$ cat config.mk
export PLATFORM = sky130hd
export DESIGN_NAME = rw_mem_target
export DESIGN_NICKNAME = d
export VERILOG_FILES = /design/src/rtl/rw_mem_target.sv
export SDC_FILE = /design/constraint.sdc
export NUM_CORES = 1
export LEC_CHECK = 0
export BUFFER_PORTS_ARGS = -buffer_cell sky130_fd_sc_hd__buf_2
export CAP_MARGIN = 20
export CORE_AREA = 3 3 232 291
export DETAILED_ROUTE_END_ITERATION = 7
export DIE_AREA = 0 0 235 294
export MAX_ROUTING_LAYER = met4
export PLACE_DENSITY = 0.62
export SLEW_MARGIN = 20
export SYNTH_ARGS = -nofsm -noshare
export SYNTH_HDL_FRONTEND = slang
export SYNTH_SLANG_ARGS = --single-unit
$ cat constraint.sdc
create_clock -name clk -period 12.34 [get_ports clk]
set_clock_uncertainty 0.2 [all_clocks]
set_input_delay 1.851 -clock clk [delete_from_list [all_inputs] [get_ports clk]]
set_output_delay 1.851 -clock clk [all_outputs]
set_load 0.01 [all_outputs]
$ cat src/rtl/rw_mem_target.sv
// rtl/rw_mem_target.sv - register-array memory target with fixed read latency and same-address consecutive-write flag
module rw_mem_target #(
  parameter int DEPTH    = 16,
  parameter int AW       = $clog2(DEPTH),
  parameter int DW       = 32,
  parameter int RD_DELAY = 2
) (
  input  logic          clk,
  input  logic          rst_n,
  input  logic          write,
  input  logic          wr_valid,
  input  logic          read,
  input  logic [AW-1:0] addr,
  input  logic [DW-1:0] wdata,
  output logic [DW-1:0] rdata,
  output logic          rd_served,
  output logic          wr_err
);

  // Reject unsupported read latencies at elaboration time.
  generate
    if (RD_DELAY < 1 || RD_DELAY > 4) begin : g_bad_rd_delay
      $error("rw_mem_target: RD_DELAY must be within 1..4");
    end
  endgenerate

  logic [DW-1:0]       mem_q [DEPTH];

  // Read pipeline: stage 0 captures the array word, the last stage drives the outputs.
  // A data stage only reloads when a valid entry moves into it, so the last stage
  // keeps the most recently served word while rd_served is low.
  logic [RD_DELAY-1:0] vld_q, vld_d;
  logic [DW-1:0]       data_q [RD_DELAY];
  logic [DW-1:0]       data_d [RD_DELAY];

  // Last accepted write, used to spot two adjacent writes to one address.
  logic                lw_vld_q, lw_vld_d;
  logic [AW-1:0]       lw_addr_q, lw_addr_d;
  logic                wr_err_q, wr_err_d;

  logic                wr_acc;

  assign wr_acc = write && wr_valid;

  // Next state for the read pipeline and the write tracker.
  always_comb begin
    vld_d     = '0;
    lw_vld_d  = 1'b0;
    lw_addr_d = lw_addr_q;
    wr_err_d  = 1'b0;
    for (int i = 0; i < RD_DELAY; i++) begin
      data_d[i] = data_q[i];
    end

    vld_d[0] = read;
    if (read) begin
      data_d[0] = mem_q[addr];
    end
    for (int i = 1; i < RD_DELAY; i++) begin
      vld_d[i] = vld_q[i-1];
      if (vld_q[i-1]) begin
        data_d[i] = data_q[i-1];
      end
    end

    if (wr_acc) begin
      lw_vld_d  = 1'b1;
      lw_addr_d = addr;
      wr_err_d  = lw_vld_q && (addr == lw_addr_q);
    end
  end

  // Storage array: cleared by reset, written on every accepted write.
  always_ff @(posedge clk) begin
    if (!rst_n) begin
      for (int i = 0; i < DEPTH; i++) begin
        mem_q[i] <= '0;
      end
    end else if (wr_acc) begin
      mem_q[addr] <= wdata;
    end
  end

  // Pipeline and tracker registers; reset drops any reads still in flight.
  always_ff @(posedge clk) begin
    if (!rst_n) begin
      vld_q     <= '0;
      lw_vld_q  <= 1'b0;
      lw_addr_q <= '0;
      wr_err_q  <= 1'b0;
      for (int i = 0; i < RD_DELAY; i++) begin
        data_q[i] <= '0;
      end
    end else begin
      vld_q     <= vld_d;
      lw_vld_q  <= lw_vld_d;
      lw_addr_q <= lw_addr_d;
      wr_err_q  <= wr_err_d;
      for (int i = 0; i < RD_DELAY; i++) begin
        data_q[i] <= data_d[i];
      end
    end
  end

  assign rd_served = vld_q[RD_DELAY-1];
  assign rdata     = data_q[RD_DELAY-1];
  assign wr_err    = wr_err_q;

endmodule

; After elaboration in Yosys (flattened, before gate mapping)
; Memories as Yosys holds them, arrays and structs flattened.
; Index checks and enable logic that the tools add are counted.
[op_classes]
magnitude_cmp = 0
n_div = 0
mux = 12
n_eq_ne = 1
n_bitwise = 2
shift = 0
n_addsub = 0
n_reduce_logical = 4
n_mul = 0
[op_table]
columns = cell, n
row1 = two-way mux 32 bit, 5
row2 = OR reduction 32 bit, 1
row3 = two-way mux 1 bit, 6
row4 = == test 4 bit, 1
row5 = two-way mux 4 bit, 1
row6 = logical AND 1 bit, 2
row7 = bitwise OR 1 bit, 2
row8 = AND reduction 2 bit, 1
[word_totals]
rom_bits = 0
out_inout_bits = 34
memories = 2
latch_bits = 0
mem_bits_rw = 576
register_bits = 8
in_bits = 41
[memory_table]
columns = name, words, word_bits, rd, rd_clocked_by_memory_dff, wr, line_no
row1 = mem_q, 16, 32, 1, 0, 16, 27  ; logic [DW-1:0] mem_q [DEPTH];
row2 = data_q, 2, 32, 2, 0, 2, 33  ; logic [DW-1:0] data_q [RD_DELAY];

; Longest topological paths before layout
; Gate-level depths: netlist of run 1.
[depth]
depth_word = 6
mapped_depth = 7

; Worst setup path before layout of run 1
; OpenSTA, ideal clock, no wires.
[synth_path]
kind = input-to-reg
from = in addr[2]
to = mem mem_q[12][0], enable pin
path_slack_ps = 7089
required_time_ps = 11674
arrival_time_ps = 4585
cell_stages = 4
path_cell_list = buf_4 > buf_6 > nand2_1 > o21ai_0
[synth_rtl]
columns = item, line_no
row1 = "start, declared", 13  ; input logic [AW-1:0] addr,
row2 = "end, declared", 27

==> metrics list, run 1 <==
* Kind of capture point of the worst setup path: flip-flop
- Leakage power of the design: 10.4 nW
* Depth of the worst hold-timing path: 2
- In the final timing run, aggregate negative setup slack is 0 ns.
- The first global-routing pass estimated 97700 microns of wire.
- After clock tree synthesis, the clock-pin slew on the worst setup and hold paths is 0.06 ns.
- Final setup violation count: 0
* Post-detailed-route wirelength per cell: 23.8 microns
- Startpoint-to-endpoint class of the critical path: in2reg
- Number of hold-repair buffers added at the cts stage: 0
* Mean instance size in the synthesized netlist: 13.9 sq um
- Post-cts sizing count: 0
* Data required time of the worst path: 12.60 ns
- TritonCTS built the clock tree.
- The first TritonRoute pass finished after 6 iterations.
- Postcts setup bufs: 0
* Max_cap viols: 0
- Worst R2R Start: mem_q[4][2]
* Maximum vdd ir drop: 0.104 mV
- The H-tree generated during clock tree synthesis spans 2 levels.
- For hold timing, the worst endpoint is wr_err.
- Arrival time of data at the critical path endpoint: 5.15 ns
- Summed over all layers, the routed wires come to 65300 microns.
- Most common library cell in the layout ignoring fill and taps: and2_1
- Clock sinks: 584
- The worst hold path belongs to the class reg2reg.
- TritonCTS created 55 clock buffers.
- The later pin in the worst-skew pair is clocked with a latency of 0.61 ns.
- Detail Placement HPWL: 37900 microns
- Max frequency: 204 MHz
- The net count of the finished layout is 1888.
- Final clock period utilization by the worst path: 39.6%
- Main flop type after synthesis: edfxtp_1
- Leaving out fill and tap cells, the most frequent cells in the layout are 515 x and2_1, 512 x edfxtp_1, 224 x mux2i_1, 71 x dfxtp_1, 71 x buf_2.
- Fraction of layout cells with a size suffix above 1: 13.7%
* Buffer type at the clock tree root: clkbuf_16
* Maximum fanout along the worst path: 64
- Cell total after placement: 2637
* Port-buffer cells: 74
- Worst Max-Slew Pin Slew: 1.10 ns
- Starting utilization of the core area: 40.1%
* Worst R2R End: data_q[0][2]
- Worst max-slew margin expressed relative to the limit: 26.4%
* Status: finished clean
- Final number of max-transition violations: 0
- The detail route stage leaves a number of antenna-violating nets equal to 0.
* Minimum period implied by the final worst setup slack: 4.89 ns
- The core region is 64700 sq um.
* Sequential cell area fraction in the yosys report: 64.8%
- The number of cells on the worst reg-to-reg path is 3.
* Summed instance area of the synthesized netlist: 25900 sq um
- Compared with the post-synthesis result, the final layout area differs by 10.8%.
* Die extent in x: 235 microns
- # DRC: 0
- The number of antenna violations at the first check in global routing came to 2.
- In this run, synthesis inferred 512 flip-flops with an integrated enable.
- Overall routing resource usage: 19.3%
- Worst Hold Launch: lw_vld_q
* Via/cell ratio: 5.43
- I/O pin count: 75
* Unrepaired setup endpoints after global routing: false
- Entering global routing, the biggest net connects 73 pins.
- Remaining global-route overflow: 0
* Vias after detailed routing: 14885
- Register-to-register setup slack: 10.30 ns
- Post-synthesis sequential element count: 584
- For this design the ratio of total power to cell area is 148 nW/um^2.
- Post-Synthesis Cells: 1870
- At the end of routability-driven placement, the weighted congestion stood at 0.792.
* Mapped Nets: 1911
* Maximum root-to-sink buffer count: 3
* Number of unique standard cell types used by synthesis: 32
- The final count of hold timing violations was 0.
- The number of global-route vias before repair was 15250.
- Number of standard cells in the layout, taps in and fillers out: 2743
* Async S/R FF share, synth: 0%
- For this block, the initial DRC count from the detailed router was 1288.
* Die footprint: 69100 sq um
- Startpoint kind of the worst setup timing path: input port
- Total of warnings raised by yosys: 0
- In this run the worst setup path begins at addr[1].
- Die Ht: 294 microns
- Number of placement rows: 104
## cells by family after synthesis
family	after synthesis	share of synthesized area, %
xor gates and xnor gates	4	0.135
DFF	584	64.8
and+or+nand+nor	625	14.7
buffers and inverters	193	3.97
AOI/OAI and AO/OA	208	4.98
muxes	256	11.4
## power breakdown
part | switching [mW] | internal, mW | leakage [nW]
registers | 0.0368 | 2.25 | 5.46
logic | 0.193 | 0.0987 | 4.07
clock network | 0.723 | 0.942 | 0.852
## cell type report
| class | instances | area [sq um] |
|---|---|---|
| fill | 5620 | 35900 |
| sequential | 584 | 16800 |
| multi-input combinational | 1093 | 8330 |
| clock buffer | 80 | 1570 |
| tap | 848 | 1060 |
| timing repair buffer | 113 | 793 |
| clock inverter | 21 | 175 |
| antenna | 4 | 10.0 |
## state kept, by name, summed over array words and instances (netlist names)
signal     flops
data_q        64
lw_addr_q      4
lw_vld_q       1
mem_q        512
vld_q          2
wr_err         1
## how the worst max path moves through the flow
stage                          to  slack, ns  depth (start not counted)
floorplan            mem_q[12][0]       7.09                          4
global placement     mem_q[3][12]       6.83                          5
detailed placement   mem_q[3][18]       6.72                          5
CTS                  mem_q[3][14]       7.38                          5
global route        data_q[0][20]       7.25                          6
finish              data_q[0][14]       7.45                          6
## cell usage after synthesis, drive strengths merged (6+ instances only)
master / instances / share of area, %
dfxtp: 72 / 5.6
mux4: 32 / 2.8
nor2b: 33 / 0.80
o21ai: 76 / 1.5
a221oi: 32 / 1.1
edfxtp: 512 / 59
o22ai: 64 / 1.5
nand2: 10 / 0.17
mux2i: 224 / 8.6
nand2b: 6 / 0.14
nand3: 6 / 0.12
a31oi: 32 / 0.77
and2: 515 / 12
buf: 72 / 2.1
clkbuf: 121 / 1.9
nor2: 45 / 0.68
## layer usage
layer  share of wire [%]  track usage (%)
met3                 5.8             3.13
met5                   0                -
met1                  41             23.7
met4                 3.0             6.20
met2                  51             32.8
## through the flow
| stage | util (%) | hold WS [ns] | total power [mW] | cell area [sq um] | setup WS, ns |
|---|---|---|---|---|---|
| 5_1_grt | 44.4 | 0.265 | 4.38 | 28700 | 7.25 |
| 2_1_floorplan | - | 0.200 | 2.51 | 25900 | 7.09 |
| 3_3_place_gp | 41.5 | 0.227 | 2.61 | 26800 | 6.83 |
| 4_1_cts | 44.4 | 0.247 | 4.28 | 28700 | 7.38 |
| 3_5_place_dp | 41.7 | 0.240 | 2.62 | 27000 | 6.72 |
| 6_report | 44.5 | 0.245 | 4.24 | 28800 | 7.45 |
## worst max-delay path: stages
cell and delay, ns:
buf_8 0.50, buf_4 0.82, buf_4 0.90, mux4_2 0.59
o21ai_0 0.19, a31oi_1 0.11
Note: power is estimated with default switching activity, not from simulation.
==> run 2, diff against run 1 <==
--- a/config.mk
+++ b/config.mk
@@ -5,13 +5,14 @@
 export SDC_FILE = /design/constraint.sdc
 export NUM_CORES = 1
 export LEC_CHECK = 0
+export ABC_AREA = 1
 export BUFFER_PORTS_ARGS = -buffer_cell sky130_fd_sc_hd__buf_2
 export CAP_MARGIN = 20
-export CORE_AREA = 3 3 232 291
+export CORE_AREA = 3 3 233 292
 export DETAILED_ROUTE_END_ITERATION = 7
-export DIE_AREA = 0 0 235 294
+export DIE_AREA = 0 0 236 295
 export MAX_ROUTING_LAYER = met4
-export PLACE_DENSITY = 0.62
+export PLACE_DENSITY = 0.64
 export SLEW_MARGIN = 20
 export SYNTH_ARGS = -nofsm -noshare
 export SYNTH_HDL_FRONTEND = slang
==> constraint.sdc (replaced) <==
create_clock -name clk -period 4.1 [get_ports clk]
set_clock_uncertainty 0.2 [all_clocks]
set_input_delay 0.615 -clock clk [delete_from_list [all_inputs] [get_ports clk]]
set_output_delay 0.615 -clock clk [all_outputs]
set_load 0.01 [all_outputs]
==> metrics list, run 2 <==
- At the worst endpoint, the arrival time is 2.71 ns.
- The worst setup path is captured at a flip-flop.
* Cell types with the highest counts after synthesis: 1053 x nand2_1, 642 x nor2_1, 512 x edfxtp_1
* Power spent charging and discharging nets: 3.01 mW
- Highest-count cells in the layout ignoring fill and taps: 1037 x nand2_1, 642 x nor2_1, 512 x edfxtp_1, 160 x nand3_1
* Die Ht: 295 microns
* Final number of max-transition violations: 0
- Cells fill 43.7% of the core in the end.
- Residual antenna-violating net count after detailed routing: 0
- Placement-stage cell area: 27000 sq um
- Mapped Nets: 2888
- Clock sinks: 584
- Max_cap viols: 0
* Biggest registers after layout: mem_q (512), data_q (64), lw_addr_q (4)
- After layout, the worst path uses 58.1% of the clock period.
* Largest register FFs: 512
- Per report_power, the sequential group accounts for 54.0% of the total.
- Maximum vdd ir drop: 0.281 mV
* Die footprint: 69600 sq um
- For this run, the post-layout net count is 2832.
* Starting utilization of the core area: 39.8%
* Worst R2R Start: vld_q[0]
- Level count of the clock H-tree: 2
- Synthesis handed over a netlist of 2847 instances.
* Remaining global-route overflow: 0
* Port-buffer cells: 74
- Total power consumption of the routed design: 12.8 mW
- In this run the tightest slew margin relative to its limit is 29.0%.
- Async S/R FF share, synth: 0%
- Total of warnings raised by yosys: 0
* Most common library cell in the layout ignoring fill and taps: nand2_1
- Summed over all instances, the cell type with the most area after synthesis is edfxtp_1.
- Once layout is complete, the cells apart from fillers number 3692.
- Largest net degree at the start of global routing: 180
- Type of the tightest min-delay check: in2reg
- Clock-pin slew on the worst setup and hold paths: 0.06 ns
- Pwr/cell area: 445 nW/um^2
- Internal: 9.75 mW
* Status: finished clean
- # DRC: 0
- For the worst-skew pair, the clock arrives at the later sink with an insertion delay of 0.58 ns.
* Unrepaired setup endpoints after global routing: false
- Final setup violation count: 0
- Postcts setup bufs: 0
* Post-cts sizing count: 0
* Antenna violations before repair: 2
- After legalization and detailed placement, the total HPWL measured 39600 microns.
- The startpoint identified for the worst hold timing path is wr_valid.
- At the pin with the least slew margin, the transition time is 1.06 ns.
- Final instance area: 28700 sq um
* Number of hold-repair buffers added at the cts stage: 0
- Final wirelength: 70900 microns
* Portion of synthesized cell area occupied by the leading cell type: 59.0%
* Aggregate negative setup slack: 0 ns
- The analysis attributes to cell leakage a power of 12.0 nW.
- Pre-antenna DRT Iters: 5
- The first routing iteration left 1369 violations.
- Dominant cell by count in the synthesized netlist: nand2_1
- Buffer type at the clock tree root: clkbuf_16
- Number of placement rows: 105
- Vias after detailed routing: 18953
- Part of the power in the clock network: 37.8%
- Maximum root-to-sink buffer count: 3
- The most used flip-flop cell after synthesis is edfxtp_1.
* Die extent in x: 236 microns
- In the global route stage, overall resource usage came out at 20.6%.
- EDFF count, synth: 512
- After filler insertion, the fill cell instance count of the layout stands at 6231.
- The core region is 65600 sq um.
- Startpoint-to-endpoint class of the critical path: in2reg
- After detailed routing, the number of vias per cell comes to 5.13.
- The final count of hold timing violations is 0.
- Pin placement for this block handled 75 I/O pins.
- Based on the critical path, the design can be clocked at up to 420 MHz.
* Sw Ratio: 23.6%
- TritonCTS built the clock tree.
- For the finished layout, the period the worst path requires is 2.38 ns.
* Number of unique standard cell types used by synthesis: 20
- Mean instance size in the synthesized netlist: 9.16 sq um
- Area growth syn-to-layout: 9.98%
- Along the worst path, the maximum fanout reaches 89.
* Post-detailed-route wirelength per cell: 19.2 microns
- In this run, the combinational gates consume 8.3% of the power.
* Sequential cell area fraction in the yosys report: 64.5%
* Summed instance area of the synthesized netlist: 26100 sq um
- For the worst setup path, the data required time is 4.43 ns.
- In this run the worst setup path begins at addr[0].
- Fraction of layout cells with a size suffix above 1: 8.26%
- The number of global-route vias before repair came to 18233.
* Number of buffers created by CTS: 52
* Global-route wire length before repair: 108000 microns
* Top cells by area in the synthesized netlist: edfxtp_1 59%, nand2_1 15%, nor2_1 9.2%
- Post-synthesis sequential element count: 584
- Startpoint kind of the worst setup timing path: input port
- The register with the most flip-flops in the final layout is mem_q.
- Final weighted congestion in routability-driven placement: 0.818
* Cell total after placement: 3593
## run 2: cell count changes in the layout (fill, tap and decap cells not counted), moves of 33 or more
cell,change
nand2_1,+1030
nor2_1,+609
and2_1,-515
mux2i_1,-224
nand3_1,+154
o22ai_1,-61
inv_1,+42
nand4_1,+33
## run 2: metal layers
metal | vias up | global-route usage (%) | wire length, microns
li1 | 9061 | - | -
met1 | 9067 | 24.6 | 27700
met2 | 680 | 36.6 | 36300
met3 | 145 | 2.32 | 4580
met4 | 0 | 6.81 | 2270
met5 | - | - | 0
## run 2: power groups by stage
stage	Sequential [mW]	Combinational, mW	Clock [mW]
3_5_place_dp	7.01	1.06	0
3_3_place_gp	7.00	1.05	0
4_1_cts	6.88	1.06	4.90
2_1_floorplan	6.98	0.716	0
6_report	6.88	1.05	4.82
5_1_grt	6.91	1.18	5.13
## run 2: cell families after synthesis
kind of cell	Yosys count	share of synthesized area, %
DFF	584	64.5
buffers and inverters	283	5.19
AOI/OAI and AO/OA	76	1.48
and+or+nand+nor	1904	28.8
## run 2: worst max-delay path: stages
cell and delay [ns]:
clkbuf_8 0.32, inv_8 0.20, buf_4 0.70, nand2_1 0.13, nand2_1 0.10, nand2_1 0.05
nand2_1 0.10, nand2_1 0.08, nand3_1 0.10, nor2_1 0.07, nor2_1 0.08
## run 2: path summary, 6_finish.rpt
path	endpoint	slack [ns]	cells past startpoint
max reg2reg	data_q[0][55]	2.41	4
min	lw_addr_q[1]	0.23	3
min reg2reg	lw_addr_q[3]	0.27	2
max	data_q[0][5]	1.72	11
## run 2: through the flow
stage / hold WS [ns] / setup WS [ns]
6_report: 0.234 / 1.72
5_1_grt: 0.255 / 1.55
4_1_cts: 0.198 / 1.75
3_5_place_dp: 0.264 / 1.13
3_3_place_gp: 0.258 / 1.14
2_1_floorplan: 0.225 / 1.28
## run 2: final cells by class
type | count | area (sq um) | share of cell area [%]
antenna | 2 | 5.00 | 0.0175
clock buffer | 66 | 1380 | 4.80
clock inverter | 31 | 278 | 0.969
inverter | 45 | 181 | 0.633
multi-input combinational | 1980 | 7950 | 27.7
sequential | 584 | 16800 | 58.7
tap | 856 | 1070 | 3.74
timing repair buffer | 128 | 991 | 3.46
